--- config.mk ---
export PLATFORM = sky130hd
export DESIGN_NAME = input_buf_sync_flat
export DESIGN_NICKNAME = d
export VERILOG_FILES = /design/src/rtl/input_buf_sync_if.sv /design/src/rtl/input_buf_sync.sv /design/src/flat_wrapper.sv
export SDC_FILE = /design/constraint.sdc
export NUM_CORES = 1
export LEC_CHECK = 0
export BUFFER_PORTS_ARGS = -buffer_cell sky130_fd_sc_hd__buf_2
export CAP_MARGIN = 20
export CORE_MARGIN = 2
export CORE_UTILIZATION = 42
export DETAILED_ROUTE_END_ITERATION = 7
export PLACE_DENSITY = 0.74
export SLEW_MARGIN = 5
export SYNTH_ARGS = -nofsm -noshare
export SYNTH_HDL_FRONTEND = slang
export SYNTH_HIERARCHICAL = 1
export SYNTH_SLANG_ARGS = --single-unit
export TNS_END_PERCENT = 30
--- constraint.sdc ---
create_clock -name i_clk -period 2.24 [get_ports i_clk]
set_clock_uncertainty 0.15 [all_clocks]
set_input_delay 0.448 -clock i_clk [delete_from_list [all_inputs] [get_ports i_clk]]
set_output_delay 0.448 -clock i_clk [all_outputs]
set_load 0.005 [all_outputs]
--- src/rtl/input_buf_sync_if.sv ---
// LSU-side bus for the input window: load address/funct3, store strobe/data,
// combinational load data back.
interface input_buf_sync_if;
  logic [2:0]  i_func3;
  logic [31:0] i_lsu_addr;
  logic        i_lsu_wren;
  logic [31:0] i_st_data;
  logic [31:0] o_input_buf_data;

  modport master (
    output i_func3, i_lsu_addr, i_lsu_wren, i_st_data,
    input  o_input_buf_data
  );

  modport slave (
    input  i_func3, i_lsu_addr, i_lsu_wren, i_st_data,
    output o_input_buf_data
  );
endinterface

--- src/rtl/input_buf_sync.sv ---
// input_buf_sync: memory-mapped switch/button input window (offsets 0x00-0x1F).
// Switches and buttons are 2-flop synchronised; buttons are optionally
// debounced and raise sticky W1C press/release flags.
// Build option: INPUT_BUF_DEBOUNCE_EN enables the per-button debounce
// counters; without it the debounced level is the synchronised bit.

// One button lane: synchroniser, optional debounce, edge events that fire on
// the same edge the debounced level changes.
module input_buf_btn #(
  parameter int DEBOUNCE_CYCLES = 50000
) (
  input  logic i_clk,
  input  logic i_rst,
  input  logic i_raw,
  output logic o_lvl,
  output logic o_rise,
  output logic o_fall
);
  logic s1, s2;

  if (DEBOUNCE_CYCLES < 2) begin : g_bad_cfg
    $error("input_buf_btn: DEBOUNCE_CYCLES must be >= 2");
  end

  // 2-flop synchroniser for the raw async button
  always_ff @(posedge i_clk or posedge i_rst) begin
    if (i_rst) begin
      s1 <= 1'b0;
      s2 <= 1'b0;
    end else begin
      s1 <= i_raw;
      s2 <= s1;
    end
  end

`ifdef INPUT_BUF_DEBOUNCE_EN
  localparam int CW = $clog2(DEBOUNCE_CYCLES);
  logic [CW-1:0] cnt;
  logic          lvl;
  logic          toggle;

  // toggle after DEBOUNCE_CYCLES consecutive samples disagreeing with lvl
  assign toggle = (s2 != lvl) && (cnt == CW'(DEBOUNCE_CYCLES - 1));

  // debounce counter and level; any agreeing sample restarts the count
  always_ff @(posedge i_clk or posedge i_rst) begin
    if (i_rst) begin
      cnt <= '0;
      lvl <= 1'b0;
    end else if (s2 == lvl) begin
      cnt <= '0;
    end else if (toggle) begin
      cnt <= '0;
      lvl <= ~lvl;
    end else begin
      cnt <= cnt + CW'(1);
    end
  end

  assign o_lvl  = lvl;
  assign o_rise = toggle & ~lvl;
  assign o_fall = toggle & lvl;
`else
  // no debounce: level is the synchronised bit, events fire as it updates
  assign o_lvl  = s2;
  assign o_rise = s1 & ~s2;
  assign o_fall = ~s1 & s2;
`endif
endmodule

module input_buf_sync #(
  parameter int SW_WIDTH        = 32,
  parameter int BTN_COUNT       = 4,
  parameter int DEBOUNCE_CYCLES = 50000
) (
  input  logic                 i_clk,
  input  logic                 i_rst,
  input_buf_sync_if.slave      bus,
  input  logic [SW_WIDTH-1:0]  i_io_sw,
  input  logic [BTN_COUNT-1:0] i_io_btn
);
  logic [SW_WIDTH-1:0]  sw_s1, sw_s2;
  logic [BTN_COUNT-1:0] btn_lvl, btn_rise, btn_fall;
  logic [BTN_COUNT-1:0] press_flag, release_flag;
  logic [BTN_COUNT-1:0] press_clr, release_clr;
  logic [4:0]           addr;
  logic [31:0]          word, rdata;
  logic [7:0]           byte_v;
  logic [15:0]          half_v;
  logic                 unused_bits;

  assign addr        = bus.i_lsu_addr[4:0];
  assign unused_bits = ^{bus.i_lsu_addr[31:5], bus.i_st_data};

  // 2-flop synchroniser for the switch bank
  always_ff @(posedge i_clk or posedge i_rst) begin
    if (i_rst) begin
      sw_s1 <= '0;
      sw_s2 <= '0;
    end else begin
      sw_s1 <= i_io_sw;
      sw_s2 <= sw_s1;
    end
  end

  input_buf_btn #(.DEBOUNCE_CYCLES(DEBOUNCE_CYCLES)) u_btn [BTN_COUNT-1:0] (
    .i_clk  (i_clk),
    .i_rst  (i_rst),
    .i_raw  (i_io_btn),
    .o_lvl  (btn_lvl),
    .o_rise (btn_rise),
    .o_fall (btn_fall)
  );

  // W1C masks; any funct3 counts, only the aligned word index is decoded
  always_comb begin
    press_clr   = '0;
    release_clr = '0;
    if (bus.i_lsu_wren && addr[4:2] == 3'd5) press_clr   = bus.i_st_data[BTN_COUNT-1:0];
    if (bus.i_lsu_wren && addr[4:2] == 3'd6) release_clr = bus.i_st_data[BTN_COUNT-1:0];
  end

  // sticky flags; a set on the same edge as a clear wins
  always_ff @(posedge i_clk or posedge i_rst) begin
    if (i_rst) begin
      press_flag   <= '0;
      release_flag <= '0;
    end else begin
      press_flag   <= (press_flag & ~press_clr) | btn_rise;
      release_flag <= (release_flag & ~release_clr) | btn_fall;
    end
  end

  // word select by aligned word index
  always_comb begin
    word = 32'h0;
    case (addr[4:2])
      3'd0:    word = 32'(sw_s2);
      3'd4:    word = 32'(btn_lvl);
      3'd5:    word = 32'(press_flag);
      3'd6:    word = 32'(release_flag);
      3'd7:    word = {16'h0, 8'(BTN_COUNT), 8'(SW_WIDTH)};
      default: word = 32'h0;
    endcase
  end

  assign byte_v = 8'(word >> {addr[1:0], 3'b000});
  assign half_v = addr[1] ? word[31:16] : word[15:0];

  // load formatting; unsupported funct3 returns zero
  always_comb begin
    rdata = 32'h0;
    case (bus.i_func3)
      3'b000:  rdata = {{24{byte_v[7]}}, byte_v};
      3'b001:  rdata = {{16{half_v[15]}}, half_v};
      3'b010:  rdata = word;
      3'b100:  rdata = {24'h0, byte_v};
      3'b101:  rdata = {16'h0, half_v};
      default: rdata = 32'h0;
    endcase
  end

  assign bus.o_input_buf_data = rdata;
endmodule

--- src/flat_wrapper.sv ---
// flat-port wrapper written by rule: the top's interface ports become plain ports
module input_buf_sync_flat 
#(
  parameter int SW_WIDTH        = 32,
  parameter int BTN_COUNT       = 4,
  parameter int DEBOUNCE_CYCLES = 50000
)
  (i_clk, i_rst, i_io_sw, i_io_btn, bus_i_func3, bus_i_lsu_addr, bus_i_lsu_wren, bus_i_st_data, bus_o_input_buf_data);
  input_buf_sync_if bus_i ();
  input  logic i_clk;
  input  logic i_rst;
  input  logic [SW_WIDTH-1:0] i_io_sw;
  input  logic [BTN_COUNT-1:0] i_io_btn;
  input wire logic [$bits(bus_i.i_func3)-1:0] bus_i_func3;
  input wire logic [$bits(bus_i.i_lsu_addr)-1:0] bus_i_lsu_addr;
  input wire logic [$bits(bus_i.i_lsu_wren)-1:0] bus_i_lsu_wren;
  input wire logic [$bits(bus_i.i_st_data)-1:0] bus_i_st_data;
  output wire logic [$bits(bus_i.o_input_buf_data)-1:0] bus_o_input_buf_data;
  assign bus_i.i_func3 = bus_i_func3;
  assign bus_i.i_lsu_addr = bus_i_lsu_addr;
  assign bus_i.i_lsu_wren = bus_i_lsu_wren;
  assign bus_i.i_st_data = bus_i_st_data;
  assign bus_o_input_buf_data = bus_i.o_input_buf_data;
  input_buf_sync #(.SW_WIDTH(SW_WIDTH), .BTN_COUNT(BTN_COUNT), .DEBOUNCE_CYCLES(DEBOUNCE_CYCLES)) u_core (.i_clk(i_clk), .i_rst(i_rst), .bus(bus_i), .i_io_sw(i_io_sw), .i_io_btn(i_io_btn));
endmodule
==> results of run 1 <==
==> final timing paths <==
path	end	startpoint	slack, ns
worst min register to register	u_core/sw_s2[2]	u_core/sw_s1[2]	0.20
min in group asynchronous	u_core/u_btn[3]/s1	i_rst	0.44
worst max register to register	u_core/release_flag[2]	u_core/u_btn[2]/o_lvl	1.23
worst min-delay path	u_core/sw_s1[23]	i_io_sw[23]	0.04
worst max-delay path	bus_o_input_buf_data[8]	u_core/sw_s2[7]	-0.23
max in group asynchronous	u_core/sw_s2[17]	i_rst	0.97
==> cell type report <==
cell class              instances  share of cell area, %
clock buffers                  10                   3.22
multi-input cells             134                   26.3
well taps                      99                   2.89
inverters                       5                  0.526
repair buffers                127                   18.6
clock inverters                 6                   1.75
flip-flops and latches         80                   46.8
==> timing repair <==
item | 4_1_cts | 5_1_grt
hold buffers | 1 | 0
endpoints found under the setup margin | 32 | 32
endpoints found under the hold margin | 8 | 0
setup buffers | 4 | 3
pin swaps | 2 | 5
resized for setup | 19 | 10
==> stage by stage <==
stage / area (µm²) / TNS (ns) / hold slack (ns) / setup slack, ns
2_1_floorplan: 3090 / -1.27 / 0.0392 / -0.111
3_3_place_gp: 3880 / -4.48 / 0.184 / -0.192
3_5_place_dp: 3880 / -5.07 / 0.185 / -0.230
4_1_cts: 4220 / -5.01 / 0.0183 / -0.258
5_1_grt: 4280 / -6.96 / 0.0114 / -0.295
6_report: 4280 / -4.61 / 0.0435 / -0.225
==> sequential cells by signal, summed over array words and instances (netlist names) <==
name,flops
u_core/press_flag,4
u_core/release_flag,4
u_core/sw_s1,32
u_core/sw_s2,32
u_core/u_btn/o_lvl,4
u_core/u_btn/s1,4
==> placed cells by master (no fill, tap or decap), types with 3 or more instances in the layout <==
master and n:
buf_2 82, dfrtp_1 80, buf_4 37, nand2_1 17
a21o_2 16, mux2i_1 12, clkbuf_8 10, a21o_1 10
a221o_1 7, nand3_1 6, buf_6 5, a21oi_1 4
nor2b_1 4, inv_1 4, and2b_2 4, nor2_1 3
nand2b_1 3, a32oi_1 3, o21a_1 3, o2bb2ai_2 3
==> power groups by stage <==
stage / Sequential [mW] / Combinational (mW) / Clock [mW]
5_1_grt: 1.56 / 0.350 / 1.20
4_1_cts: 1.56 / 0.308 / 1.14
3_3_place_gp: 1.58 / 0.274 / 0
2_1_floorplan: 1.57 / 0.139 / 0
6_report: 1.56 / 0.317 / 1.09
3_5_place_dp: 1.58 / 0.279 / 0
==> cell usage after synthesis (all sizes together) <==
cell and count:
o211ai 2, inv 5, and2 1, o21ai 3
nor3b 2, or2 1, a21oi 4, nor2b 6
or4 1, o22ai 1, a211o 1, and4b 1
nor4 2, nand3 6, o32ai 1, a32oi 3
clkbuf 3, or3 1, o21a 3, nand2 17
nand3b 2, a31oi 1, o221ai 4, a32o 1
buf 8, a21o 26, and2b 4, and3 3
a221o 7, nor2 5, a22oi 1, o2bb2ai 3
mux2i 13, a2111oi 1, nor3 1, mux2 2
dfrtp 80, nand2b 4
==> cell families (layout without fill, tap and decap cells) <==
logic type / count (synthesis) / after routing / share of synthesized area (%)
AOI/OAI and AO/OA: 62 / 62 / 16.8
buffers and inverters: 16 / 148 / 2.67
DFF: 80 / 80 / 64.8
muxes: 15 / 15 / 4.94
and+or+nand+nor: 57 / 57 / 10.7
==> routing by layer <==
| metal | part of all wire (%) | vias up |
|---|---|---|
| met2 | 50 | 77 |
| met5 | 0 | - |
| met1 | 43 | 1113 |
| met3 | 5.6 | 16 |
| met4 | 2.1 | 0 |
| li1 | - | 1089 |
==> reports/results.tsv, run 1 <==
stage	metric	value	unit
run_status	status	complete, but fails checks	
run_status	failing checks	setup timing	
layout	fill count	584	
grt	Most Crowded Layer GR	met2	
power_and_ir_drop	P_sw	0.726	mW
sta	Max Fclk	406	MHz
synthesis	Yosys top cell by area	dfrtp_1	
floorplanning	FP Rows	31	
drt	drt drc	0	
clock_network	TritonCTS clock tree	yes	
drt	Initial DRT Pass Iterations	4	
clock_network	Root Buffer	clkbuf_8	
clock_network	Clock Latency Late Sink	0.35	ns
hold_path	worst hold path type	input port to flop	
worst_setup_path	Critical Path Sink Type	output port	
grt	met2 Usage GRT	30.7	%
drt	WL/cell	15.4	µm
layout	fin cells	461	
placement	Final HPWL DP	4960	µm
flow_run	Max-Cap Viols	0	
drt	total wire length	7120	µm
layout	register area	0.00200	mm²
power_and_ir_drop	Int Pwr	2.24	mW
sta	post-route setup slack	-0.225	ns
worst_setup_path	Crit Path Max Fanout	8	
layout	Nets	463	
worst_setup_path	cell breakdown of the critical path	mux2_4 > mux2i_4 > nor4_4 > buf_6 > a221o_1 > buf_2	
worst_setup_path	CP arrival	1.87	ns
synthesis	Net Count, Synth	336	
synthesis	Post-Synthesis Cells	230	
grt	vias in the first global route	2426	
sta	shortest period the worst path allows	2.47	ns
sta	final worst-path cycle share	110	%
floorplanning	Die X	89.8	µm
clock_network	Clock Path Buffers	2	
clock_network	Sink Count	80	
floorplanning	die area	0.00806	mm²
drt	antenna-violating nets left	0	
sta	fin. max-slew vios	0	
grt	met3 GRT Util	6.62	%
placement	RD Place Congestion	0.820	
power_and_ir_drop	Pleak	2.13	nW
worst_setup_path	Worst Setup Start Kind	flop	
power_and_ir_drop	clock share of power	36.9	%
worst_setup_path	crit-path leading delay family	multiplexers	
layout	multi-input logic area	0.00112	mm²
sta	RSZ-0062 raised after global routing	yes	
floorplanning	Top-Level Pins	138	
worst_setup_path	Worst path depth	6	
worst_setup_path	slowest stage delay, CP	0.40	ns
layout	share of cells above drive strength 1	51.4	%
power_and_ir_drop	total power	2.97	mW
grt	M1 GR Usage	23.6	%
grt	initial antenna violation count	0	
power_and_ir_drop	fraction of power consumed by sequential logic	52.4	%
synthesis	Yosys cell types	43	
synthesis	top cell type's share of synthesized area	64.8	%
placement	DP Cell Count	439	
clock_network	Clock Pin Slew Worst Setup and Hold Paths	0.09	ns
synthesis	post-synthesis cell area	0.00309	mm²
worst_setup_path	Slowest-stage cell, CP	dfrtp_1	
placement	number of port buffers	82	
worst_setup_path	required time worst endpoint	1.64	ns
worst_setup_path	WP buf/inv	2	
synthesis	mean area per synthesized cell	13.4	µm²
floorplanning	Die Y	89.8	µm
synthesis	register bit total from synthesis	80	
power_and_ir_drop	PwrDens	693	mW/mm²
grt	GRT overflow	0	
layout	n_diodes	0	
floorplanning	Initial Util	43.1	%
power_and_ir_drop	VDD IR max	0.000394	V
sta	final setup fails	26	
sta	Fin. Hold Viols	0	
hold_path	hold depth	1	
layout	utilization after layout	59.6	%
grt	GRT Overall Usage	19.0	%
clock_network	CTS buffer count	9	
worst_setup_path	kind of critical path	flop to output port	
grt	largest net degree at the start of global routing	73	
drt	initial drt markers	115	
sta	max_slew headroom	75.5	%
synthesis	top post-synthesis cells by area	dfrtp_1 65%, a21o_2 4.5%, mux2i_1 4.2%	
synthesis	synth warn	6	
layout	Area Growth Syn to Fin	38.5	%
drt	routed vias/inst	4.98	
synthesis	sequential area share after synthesis	64.8	%
drt	via count	2295	
floorplanning	core area	0.00718	mm²
power_and_ir_drop	switch share	24.5	%
grt	first-pass GRT wire length	11900	µm
sta	Worst Max-Slew Pin Slew	0.368	ns
worst_setup_path	worst r2r path cells	2	
clock_network	H-tree levels	3	
power_and_ir_drop	Comb pwr share	10.7	%
(Power assumes the default switching activity.)
==> run 2, diff against run 1 <==
--- a/config.mk
+++ b/config.mk
@@ -7,10 +7,10 @@
 export LEC_CHECK = 0
 export BUFFER_PORTS_ARGS = -buffer_cell sky130_fd_sc_hd__buf_2
 export CAP_MARGIN = 20
-export CORE_MARGIN = 2
 export CORE_UTILIZATION = 42
 export DETAILED_ROUTE_END_ITERATION = 7
 export PLACE_DENSITY = 0.74
+export SETUP_SLACK_MARGIN = 0.3
 export SLEW_MARGIN = 5
 export SYNTH_ARGS = -nofsm -noshare
 export SYNTH_HDL_FRONTEND = slang
==> reports/results.tsv, run 2 (same netlist as run 1, synthesis figures left out) <==
stage	metric	value	unit
drt	drt drc	0	
worst_setup_path	Worst Setup Start Kind	input port	
flow_run	Max-Cap Viols	0	
worst_setup_path	Critical Path Sink Type	output port	
placement	DP Cell Count	434	
sta	post-route setup slack	-0.195	ns
worst_setup_path	crit-path leading delay family	simple AND/OR/NAND/NOR gates	
grt	vias in the first global route	2271	
worst_setup_path	Worst path depth	6	
clock_network	TritonCTS clock tree	yes	
layout	most frequent cells in the layout	80 x buf_2, 80 x dfrtp_1, 34 x buf_4	
clock_network	Root Buffer	clkbuf_8	
floorplanning	Top-Level Pins	138	
run_status	failing checks	setup timing	
worst_setup_path	cell breakdown of the critical path	buf_4 > or4_4 > a2111oi_4 > buf_12 > a21o_2 > buf_2	
grt	GRT Overall Usage	18.9	%
floorplanning	Die Y	87.8	µm
worst_setup_path	reg2reg end	u_core/release_flag[1]	
worst_setup_path	R2R Setup Slk	1.24	ns
sta	final setup fails	27	
hold_path	worst hold path type	input port to flop	
floorplanning	core area	0.00694	mm²
clock_network	Clock Pin Slew Worst Setup and Hold Paths	0.08	ns
worst_setup_path	CP endpoint	bus_o_input_buf_data[26]	
run_status	status	complete, but fails checks	
placement	Final HPWL DP	4820	µm
sta	hold slack	0.0537	ns
grt	GRT overflow	0	
sta	Worst Max-Slew Pin Slew	0.360	ns
sta	RSZ-0062 raised after global routing	yes	
sta	final worst-path cycle share	109	%
placement	worst slack, placed	-0.194	ns
drt	total wire length	6710	µm
placement	number of port buffers	82	
worst_setup_path	Critical Path Start	bus_i_lsu_addr[4]	
drt	via count	2273	
sta	shortest period the worst path allows	2.44	ns
sta	Fin. Hold Viols	0	
drt	Initial DRT Pass Iterations	4	
worst_setup_path	Crit Path Max Fanout	16	
sta	max_slew headroom	76.0	%
power_and_ir_drop	switch share	23.3	%
power_and_ir_drop	Comb pwr share	11.1	%
worst_setup_path	CP arrival	1.84	ns
worst_setup_path	kind of critical path	input port to output port	
sta	Max Fclk	411	MHz
worst_setup_path	Slowest-stage cell, CP	or4_4	
drt	WL/cell	14.8	µm
drt	initial drt markers	123	
power_and_ir_drop	Pleak	2.12	nW
layout	Area Growth Syn to Fin	37.1	%
power_and_ir_drop	clock share of power	34.5	%
grt	first-pass GRT wire length	10700	µm
sta	fin. max-slew vios	0	
power_and_ir_drop	PwrDens	674	mW/mm²
floorplanning	Initial Util	44.5	%
layout	n_diodes	0	
power_and_ir_drop	VDD IR max	0.000463	V
power_and_ir_drop	P_sw	0.664	mW
floorplanning	die area	0.00770	mm²
placement	RD Place Congestion	0.795	
layout	share of cells above drive strength 1	50.7	%
layout	biggest regs	u_core/sw_s1: 32 flops, u_core/sw_s2: 32 flops	
clock_network	Sink Count	80	
clock_network	H-tree levels	3	
drt	antenna-violating nets left	0	
drt	routed vias/inst	5.02	
worst_setup_path	worst r2r path cells	2	
clock_network	Clock Latency Late Sink	0.34	ns
power_and_ir_drop	Int Pwr	2.19	mW
floorplanning	FP Rows	30	
grt	largest net degree at the start of global routing	73	
grt	initial antenna violation count	0	
worst_setup_path	slowest stage delay, CP	0.59	ns
power_and_ir_drop	fraction of power consumed by sequential logic	54.5	%
power_and_ir_drop	total power	2.86	mW
layout	fin cells	453	
worst_setup_path	required time worst endpoint	1.64	ns
floorplanning	Die X	87.8	µm
layout	utilization after layout	61.0	%
worst_setup_path	R2R Path Start	u_core/u_btn[1]/o_lvl	
layout	Nets	459	
clock_network	CTS buffer count	9	
worst_setup_path	WP buf/inv	3	
clock_network	Clock Path Buffers	2	
## run 2: cell count changes in the layout (fill, tap and decap cells not counted), sizes merged
| cell | previous run | this run |
|---|---|---|
| clkinvlp | 2 | 1 |
| clkinv | 2 | 3 |
| inv | 6 | 5 |
| buf | 126 | 121 |
| clkbuf | 10 | 11 |
## run 2: worst min-delay path by stage
stage                     start                     to  slack (ns)  cells past startpoint
2_1_floorplan             i_rst  u_core/u_btn[0]/o_lvl        0.04                      1
3_3_place_gp   u_core/sw_s1[29]       u_core/sw_s2[29]        0.18                      0
3_5_place_dp   u_core/sw_s1[12]       u_core/sw_s2[12]        0.18                      0
4_1_cts             i_io_sw[31]       u_core/sw_s1[31]        0.04                      1
5_1_grt             i_io_sw[31]       u_core/sw_s1[31]        0.03                      1
6_report            i_io_sw[31]       u_core/sw_s1[31]        0.05                      1
## run 2: what timing repair did
| item | 4_1_cts | 5_1_grt |
|---|---|---|
| pin swaps | 4 | 2 |
| hold endpoints to repair | 8 | 0 |
| endpoints found under the setup margin | 32 | 32 |
| gates resized for setup | 20 | 10 |
| hold buffers | 1 | 0 |
| setup buffers | 3 | 0 |
## run 2: worst reg2reg max path, delay by kind of cell, from the launching register on
kind,cells,cell delay (ns)
compound gates,1,0.15
simple gates,1,0.19
flops,1,0.40
## run 2: stage by stage
stage                     TNS [ns]  instance area [µm²]
final                        -4.23                 4240
after global routing         -5.58                 4240
after CTS                    -4.24                 4190
after detailed placement     -4.42                 3890
after global placement       -4.23                 3890
after floorplan              -1.27                 3090
## run 2: per-layer routing
layer  wire [µm]  global-route usage, %
met1        2910                   24.0
met2        3280                   29.8
met3         392                   5.18
met4         127                   9.54
met5           0                      0
## run 2: power groups by stage
stage	Sequential, mW	Combinational [mW]	Clock (mW)
2_1_floorplan	1.57	0.139	0
3_3_place_gp	1.58	0.276	0
3_5_place_dp	1.58	0.281	0
4_1_cts	1.55	0.307	1.02
5_1_grt	1.56	0.346	1.09
6_report	1.56	0.316	0.985
## run 2: area by class of cell
class	count	area (µm²)
Multi-Input combinational cell	134	1120
Clock inverter	5	57.6
Sequential cell	80	2000
Tap cell	96	120
Inverter	5	22.5
Clock buffer	10	128
Fill cell	554	2710
Timing Repair Buffer	123	787
